## src/rtl/velocity_arbiter.sv

```systemverilog
// velocity_arbiter: arbitrates hit/border/line/friction updates onto a registered ball velocity
// with one-deep pending slots, fixed priority and a REST/MOVING state machine.
module velocity_arbiter #(
    parameter int MAX_SPEED     = 1000,
    parameter int FRICTION_STEP = 1,
    parameter int FRICTION_DIV  = 4
) (
    input  logic               clk,
    input  logic               reset,
    input  logic               hitReq,
    input  logic signed [10:0] hitVX,
    input  logic signed [10:0] hitVY,
    input  logic               lineReq,
    input  logic signed [10:0] lineVX,
    input  logic signed [10:0] lineVY,
    input  logic               borderReq,
    input  logic               borderFlipX,
    input  logic               borderFlipY,
    input  logic               frameTick,
    output logic signed [10:0] outVelocityX,
    output logic signed [10:0] outVelocityY,
    output logic               writeEnable,
    output logic               hitAck,
    output logic               lineAck,
    output logic               borderAck,
    output logic               lineReject,
    output logic               moving,
    output logic               stopped,
    output logic               overflow
);
    localparam logic signed [11:0] MAXV = 12'(MAX_SPEED);
    localparam logic signed [11:0] STEP = 12'(FRICTION_STEP);
    localparam logic [7:0]         LAST = 8'(FRICTION_DIV - 1);

    typedef enum logic {REST, MOVING} state_t;
    state_t state;

    logic               hit_v, line_v, border_v, fric_v, border_fx, border_fy;
    logic signed [10:0] hit_x, hit_y, line_x, line_y, nx, ny;
    logic [7:0]         frame_cnt;
    logic               sh, sb, sl, sf, wr, fric_req;

    function automatic logic signed [10:0] clamp(input logic signed [10:0] v);
        logic signed [11:0] w;
        w = {v[10], v};
        return w > MAXV ? 11'(MAXV) : w < -MAXV ? 11'(-MAXV) : v;
    endfunction

    // -1024 has no positive counterpart in 11 bits, so it saturates to +1023
    function automatic logic signed [10:0] neg(input logic signed [10:0] v);
        return v == {1'b1, 10'b0} ? 11'sd1023 : -v;
    endfunction

    function automatic logic signed [10:0] fric(input logic signed [10:0] v);
        logic signed [11:0] w;
        w = {v[10], v};
        return w > STEP ? 11'(w - STEP) : w < -STEP ? 11'(w + STEP) : 11'sd0;
    endfunction

    assign moving   = state == MOVING;
    assign fric_req = frameTick && frame_cnt == LAST;
    assign sh = hit_v;
    assign sb = border_v & ~hit_v;
    assign sl = line_v & ~hit_v & ~border_v;
    assign sf = fric_v & ~hit_v & ~border_v & ~line_v;
    assign wr = sh | sb | (sl & ~moving) | (sf & moving);
    assign nx = sh ? clamp(hit_x) : sb ? clamp(border_fx ? neg(outVelocityX) : outVelocityX) :
                sl ? clamp(line_x) : fric(outVelocityX);
    assign ny = sh ? clamp(hit_y) : sb ? clamp(border_fy ? neg(outVelocityY) : outVelocityY) :
                sl ? clamp(line_y) : fric(outVelocityY);

    always_ff @(posedge clk or posedge reset) begin
        if (reset) begin
            state        <= REST;
            outVelocityX <= '0;
            outVelocityY <= '0;
            {hit_v, line_v, border_v, fric_v} <= '0;
            {hit_x, hit_y, line_x, line_y}    <= '0;
            {border_fx, border_fy}            <= '0;
            frame_cnt    <= '0;
            {writeEnable, hitAck, lineAck, borderAck, lineReject, stopped, overflow} <= '0;
        end else begin
            // a request always (re)loads its slot; service only clears it when no new request lands
            hit_v    <= hitReq | (hit_v & ~sh);
            border_v <= borderReq | (border_v & ~sb);
            line_v   <= lineReq | (line_v & ~sl);
            fric_v   <= fric_req | (fric_v & ~sf);
            if (hitReq) {hit_x, hit_y} <= {hitVX, hitVY};
            if (lineReq) {line_x, line_y} <= {lineVX, lineVY};
            if (borderReq) {border_fx, border_fy} <= {borderFlipX, borderFlipY};
            if (frameTick) frame_cnt <= fric_req ? 8'd0 : frame_cnt + 8'd1;
            overflow <= overflow | (hitReq & hit_v & ~sh) | (borderReq & border_v & ~sb) |
                        (lineReq & line_v & ~sl) | (fric_req & fric_v & ~sf);
            writeEnable <= wr;
            hitAck      <= sh;
            borderAck   <= sb;
            lineAck     <= sl & ~moving;
            lineReject  <= sl & moving;
            stopped     <= wr & moving & nx == 0 & ny == 0;
            if (wr) begin
                outVelocityX <= nx;
                outVelocityY <= ny;
                state        <= (nx != 0 || ny != 0) ? MOVING : REST;
            end
        end
    end
endmodule

```

## config.mk

```make
export PLATFORM = sky130hd
export DESIGN_NAME = velocity_arbiter
export DESIGN_NICKNAME = d
export VERILOG_FILES = /design/src/rtl/velocity_arbiter.sv
export SDC_FILE = /design/constraint.sdc
export NUM_CORES = 1
export LEC_CHECK = 0
export CORE_ASPECT_RATIO = 0.6
export CORE_MARGIN = 3
export CORE_UTILIZATION = 55
export CTS_CLUSTER_SIZE = 28
export DETAILED_ROUTE_END_ITERATION = 10
export PLACE_DENSITY = 0.79
export REMOVE_ABC_BUFFERS = 1
export SETUP_SLACK_MARGIN = 0.05
export SLEW_MARGIN = 20
export SYNTH_ARGS = -nofsm -noshare
export SYNTH_HDL_FRONTEND = slang
export SYNTH_SLANG_ARGS = --single-unit
```

## constraint.sdc

```tcl
create_clock -name clk -period 6.8 [get_ports clk]
set_input_delay 1.02 -clock clk [delete_from_list [all_inputs] [get_ports clk]]
set_output_delay 1.02 -clock clk [all_outputs]
set_load 0.02 [all_outputs]
```

* Word-level counts from Yosys, hierarchy flattened
Cells that the tools add are included.
Cells by class: add/sub/neg operators 7, magnitude comparators 16, equality and inequality tests 3, multiplexer cells 28, bitwise gates (word level) 40, reduce and logical (&&, ||, !) cells 6
Operators with widths (number):
- 2-to-1 mux 11 bit | 26
- greater-than comparator 11 bit (second input constant) | 6
- < comparator 11 bit (second input constant) | 6
- zero test 32 bit | 2
- nonzero test 32 bit | 2
- bitwise AND 1 bit | 23
- adder 11 x 2 -> 11 bit (second input constant) | 2
- == test 11 bit (second input constant) | 2
- greater-than comparator 11 x 2 -> 1 bit (second input constant) | 2
- < comparator 11 x 1 -> 1 bit (second input constant) | 2
- negation 11 bit | 2
- subtractor 11 x 2 -> 11 bit (second input constant) | 2
- OR 1 bit | 10
- adder 8 x 1 -> 8 bit (second input constant) | 1
- == test 8 x 2 -> 1 bit (second input constant) | 1
- 2-to-1 mux 8 bit | 1
- NOT 1 bit | 7
- logical AND 1 bit | 1
- logical OR 1 bit | 1
- 2-to-1 mux 1 bit | 1
Storage, ports and cells: register bits after elaboration 88, input bits 52, output and inout bits 30, logic and storage cells 121

* Depth between registers and ports, before layout
depth after elaboration 11, gate-level depth with buffers 17, mapped depth without buffers 16

* Worst setup path after synthesis
Ideal clock, no wire load.
path kind register to register, start register outVelocityX[1], end register state, in the netlist moving, library setup time 0.142 ns, arrival time 4.547 ns, data required time 6.658 ns, slack 2.112 ns, cell stages (with the launch flop) 18, buffers on the path 1, clock period less this slack 4.688 ns, path through dfrtp_1 clkbuf_1 inv_1 ha_1 or3b_2 nand3_1 o311ai_0 or2_2 a41o_1 ha_1 inv_1 nand2_1 nor2_1 or3_1 or4_1 or4_4 o41ai_1 a22oi_1
Between the ends: cells in the longest elaborated chain, start to end 11, elaborated cells between the ends (all ways) 20, those cells by class add/sub (3); order compare (4); eq/ne (1); mux (10); reduce/logical (2)
RTL lines:
- start: declaration | RTL line 20 | output logic signed [10:0] outVelocityX,
- start signal: assignment | RTL line 101 | outVelocityX <= nx;
- negation 11 bit or == test 11 bit (tied branches) | RTL line 51 | return v == {1'b1, 10'b0} ? 11'sd1023 : -v;
- 2-to-1 mux 11 bit | RTL line 51
- 2-to-1 mux 11 bit | RTL line 67 | assign nx = sh ? clamp(hit_x) : sb ? clamp(border_fx ? neg(outVelocityX) : outVelocityX) :
- < comparator 11 bit | RTL line 46 | return w > MAXV ? 11'(MAXV) : w < -MAXV ? 11'(-MAXV) : v;
- 2-to-1 mux 11 bit (2 in a row) | RTL line 46
- 2-to-1 mux 11 bit * (2 in a row) | RTL line 67
- nonzero test 32 bit * | RTL line 103 | state <= (nx != 0 || ny != 0) ? MOVING : REST;
- logical OR 1 bit * | RTL line 103
- 2-to-1 mux 1 bit * | RTL line 103
- end signal: assignment | RTL line 103
- end: declaration | RTL line 36 | state_t state;
Mark *: on every way between the ends. The rest lies on a longest branch, timed or not. A chain may end at the register's enable or synchronous reset.

* Worst setup path after layout
start register outVelocityX[2], end register state, in the netlist moving
Same word-level chain as after synthesis.

==> flow_summary.ini <==
[run_status]
status = completed

[die]
die_area_um2 = 13200
fp.coreArea_um2 = 11400
die_w_um = 146
rows = 30
initial_core_util = 0.571
die_h_um = 90.3
io_pins = 82

[logic_synthesis]
synth_common_cells = dfrtp_1 (88), nor2_1 (58), nand2_1 (49)
seq_area_frac_synth = 0.338
yosys.area.top_type_share = 0.338
synth_cell_types = 77
postSynthCellCount = 734
synth_edf_count = 0
synth.cell_area_um2 = 6510
synth_area_leader_cell = dfrtp_1
synth_area_per_cell_um2 = 8.87
yosys.cell_count.top_type = dfrtp_1
ys_ff_latch = 88
synth_flop_cell = dfrtp_1
synth.area.top_cells = dfrtp_1 (34%), mux2_2 (7.3%), nor2_1 (3.3%)
yosys_warnings = 0
ys_async_sr_fraction = 1.00

[sta]
fin_skew_ps = 9.91
finalMaxSlewViolations = 0
slew_headroom = 0.268
rsz0062_at_grt = false
fin_ws_ps = 1620
setup_viol = 0
setup_tns_ps = 0
fmax_mhz = 193
worst_pin_slew_ps = 1090
fin_crit_sh = 0.762
fin_crit_ps = 5180
finalHoldViolCount = 0

[finish]
drive_gt1_frac = 0.111
seq_area_um2 = 2200
fillers = 902
multiInputGateArea_um2 = 3950
diodes = 0
syn_to_final_growth_pct = 16.4
fin_nets = 848

[global_route]
grt_antenna_before_repair = 0
grt_max_degree = 89
grt_use_total = 0.329
grt_pass1_vias = 6076
grt_pass1_wl_mm = 34.8
overflow = 0

[critical_path]
critPathRequiredTime_ps = 7010
critPathMaxStageDelay_ps = 700
setup.worst_path.start = outVelocityX[2]
reg2reg_from = outVelocityX[2]
critPathArrivalTime_ps = 5390
critPathKind = register to register
crit_slowest_cell = or4_1
reg2reg_depth = 14
path_common_cell = or4_1
setup.worst_path.end = moving
regToRegSetupSlack_ps = 1620
worstPathCellList = or4_1 -> nor3_2 -> o311ai_0 -> or2_2 -> a41o_1 -> ha_1 -> inv_1 -> nand2_1 -> nor2_1 -> or3_1 -> or4_1 -> or4_4 -> o41ai_1 -> a22oi_1
worstSetupStartpointType = register
cp-end-kind = register
crit_path_max_fanout = 20
worst_r2r_endpoint = moving

[run]
maxCapViolCount = 0

[placement]
post-place-ws_ps = 1700
gp_congestion = 1.01
io_buffers = 81
dpl.hpwl_mm = 16.2

[clock_tree]
numCtsBuffers = 9
cts_tree = yes
cts_hold_buf = 0
clock-root-buffer = clkbuf_16
clk_pin_slew_ps = 70
clkSinkCount = 88
htree_levels = 3
cts_setup_buffers = 0
cts.repair.resized = 0
clock_latency_ps = 340
cts_buffer_depth = 2

[drt]
final_antenna_net_count = 0
first_pass_iters = 7
drcViolationCount = 0
viasPerCell = 6.98
wl_mm = 22.0
dr.first_iter.drc_count = 984
wl_per_cell_um = 23.3
vias = 6589

[pwr]
ir_drop_mv = 0.174
power_per_cell_area_nw_per_um2 = 301
p_leak_nw = 2.99

[min_path]
min-delay-path-class = register to register
cells by family after synthesis:
family,synth area share
AND/OR/NAND/NOR,0.223
AO/OA/AOI/OAI,0.242
flip-flops,0.338
buffers and inverters,0.0546
multiplexers,0.0788
XOR/XNOR,0.0309
adder cells (fa/ha/maj),0.0327
through the flow:
| step | hold slack, ps | utilization | cell area, um2 | std cells | power (mW) |
|---|---|---|---|---|---|
| finish | 497 | 0.664 | 7580 | 944 | 2.28 |
| global route | 510 | 0.664 | 7580 | 944 | 2.40 |
| CTS | 501 | 0.664 | 7580 | 944 | 2.25 |
| detailed placement | 480 | 0.639 | 7300 | 928 | 1.76 |
| global placement | 464 | 0.639 | 7300 | 928 | 1.74 |
| floorplan | 447 | - | 6270 | 685 | 1.39 |
per-layer routing:
layer | part of all wire | track usage
met3 | 0.14 | 0.130
met4 | 0.014 | 0.0649
met5 | 0 | 0
met2 | 0.40 | 0.438
met1 | 0.44 | 0.502
report_power, final:
group	switching [mW]	internal (mW)	leakage [nW]
logic	0.545	0.415	1.81
registers	0.236	0.605	1.05
clock network	0.222	0.261	0.137
flip-flops by register name, summed over array words and instances, names as in the netlist, 8 cells and up:
signal        cells
line_x           11
frame_cnt         8
outVelocityY     11
hit_y            11
hit_x            11
line_y           11
outVelocityX     11
cell usage in the layout, fill, tap and decap left out, types with 5 or more instances in the layout:
master / netlist / final
a221oi_1: 6 / 6
o221ai_1: 9 / 9
a221o_1: 5 / 5
or3_1: 9 / 9
a211o_1: 6 / 6
nor2b_1: 16 / 16
inv_1: 30 / 29
nor3_1: 15 / 15
or4_1: 10 / 10
ha_1: 17 / 17
nor2_1: 58 / 58
clkdlybuf4s50_1: 0 / 80
a211oi_1: 8 / 8
nor4_1: 19 / 19
o31ai_1: 7 / 7
nand3_1: 18 / 18
xor2_1: 5 / 5
nand2_1: 49 / 49
o41ai_1: 5 / 5
nand2b_1: 13 / 13
and3_1: 14 / 14
a31oi_1: 18 / 18
and2_1: 5 / 5
dfrtp_1: 88 / 88
nand4b_1: 5 / 5
a21oi_1: 29 / 29
mux2_2: 42 / 42
or2_2: 5 / 5
xnor2_1: 18 / 18
a22oi_1: 9 / 9
nand4_1: 10 / 10
o211ai_1: 16 / 16
clkbuf_16: 0 / 9
a41o_1: 5 / 5
o21ai_0: 33 / 33
critical path: cells and delay by family (launching register included):
kind	cells	cell delay (ps)
flops	1	620
buf+inv	1	80
fa+ha+maj	1	290
simple gates	8	3070
compound gates	4	990
final cells by class:
class / count / share of cell area
clock buffers: 11 / 0.0320
clock inverters: 5 / 0.00512
inverters: 30 / 0.0150
multi-input cells: 567 / 0.522
flip-flops and latches: 88 / 0.291
well taps: 160 / 0.0264
repair buffers: 83 / 0.109
how the worst min path moves through the flow:
stage | from | endpoint | slack [ps] | cells after the start
global placement | frame_cnt[7] | frame_cnt[7] | 460 | 1
global route | frame_cnt[7] | frame_cnt[7] | 510 | 1
detailed placement | frame_cnt[7] | frame_cnt[7] | 480 | 1
CTS | frame_cnt[7] | frame_cnt[7] | 500 | 1
floorplan | frame_cnt[7] | frame_cnt[7] | 450 | 1
finish | frame_cnt[7] | frame_cnt[7] | 500 | 1
(Power assumes the default switching activity.)
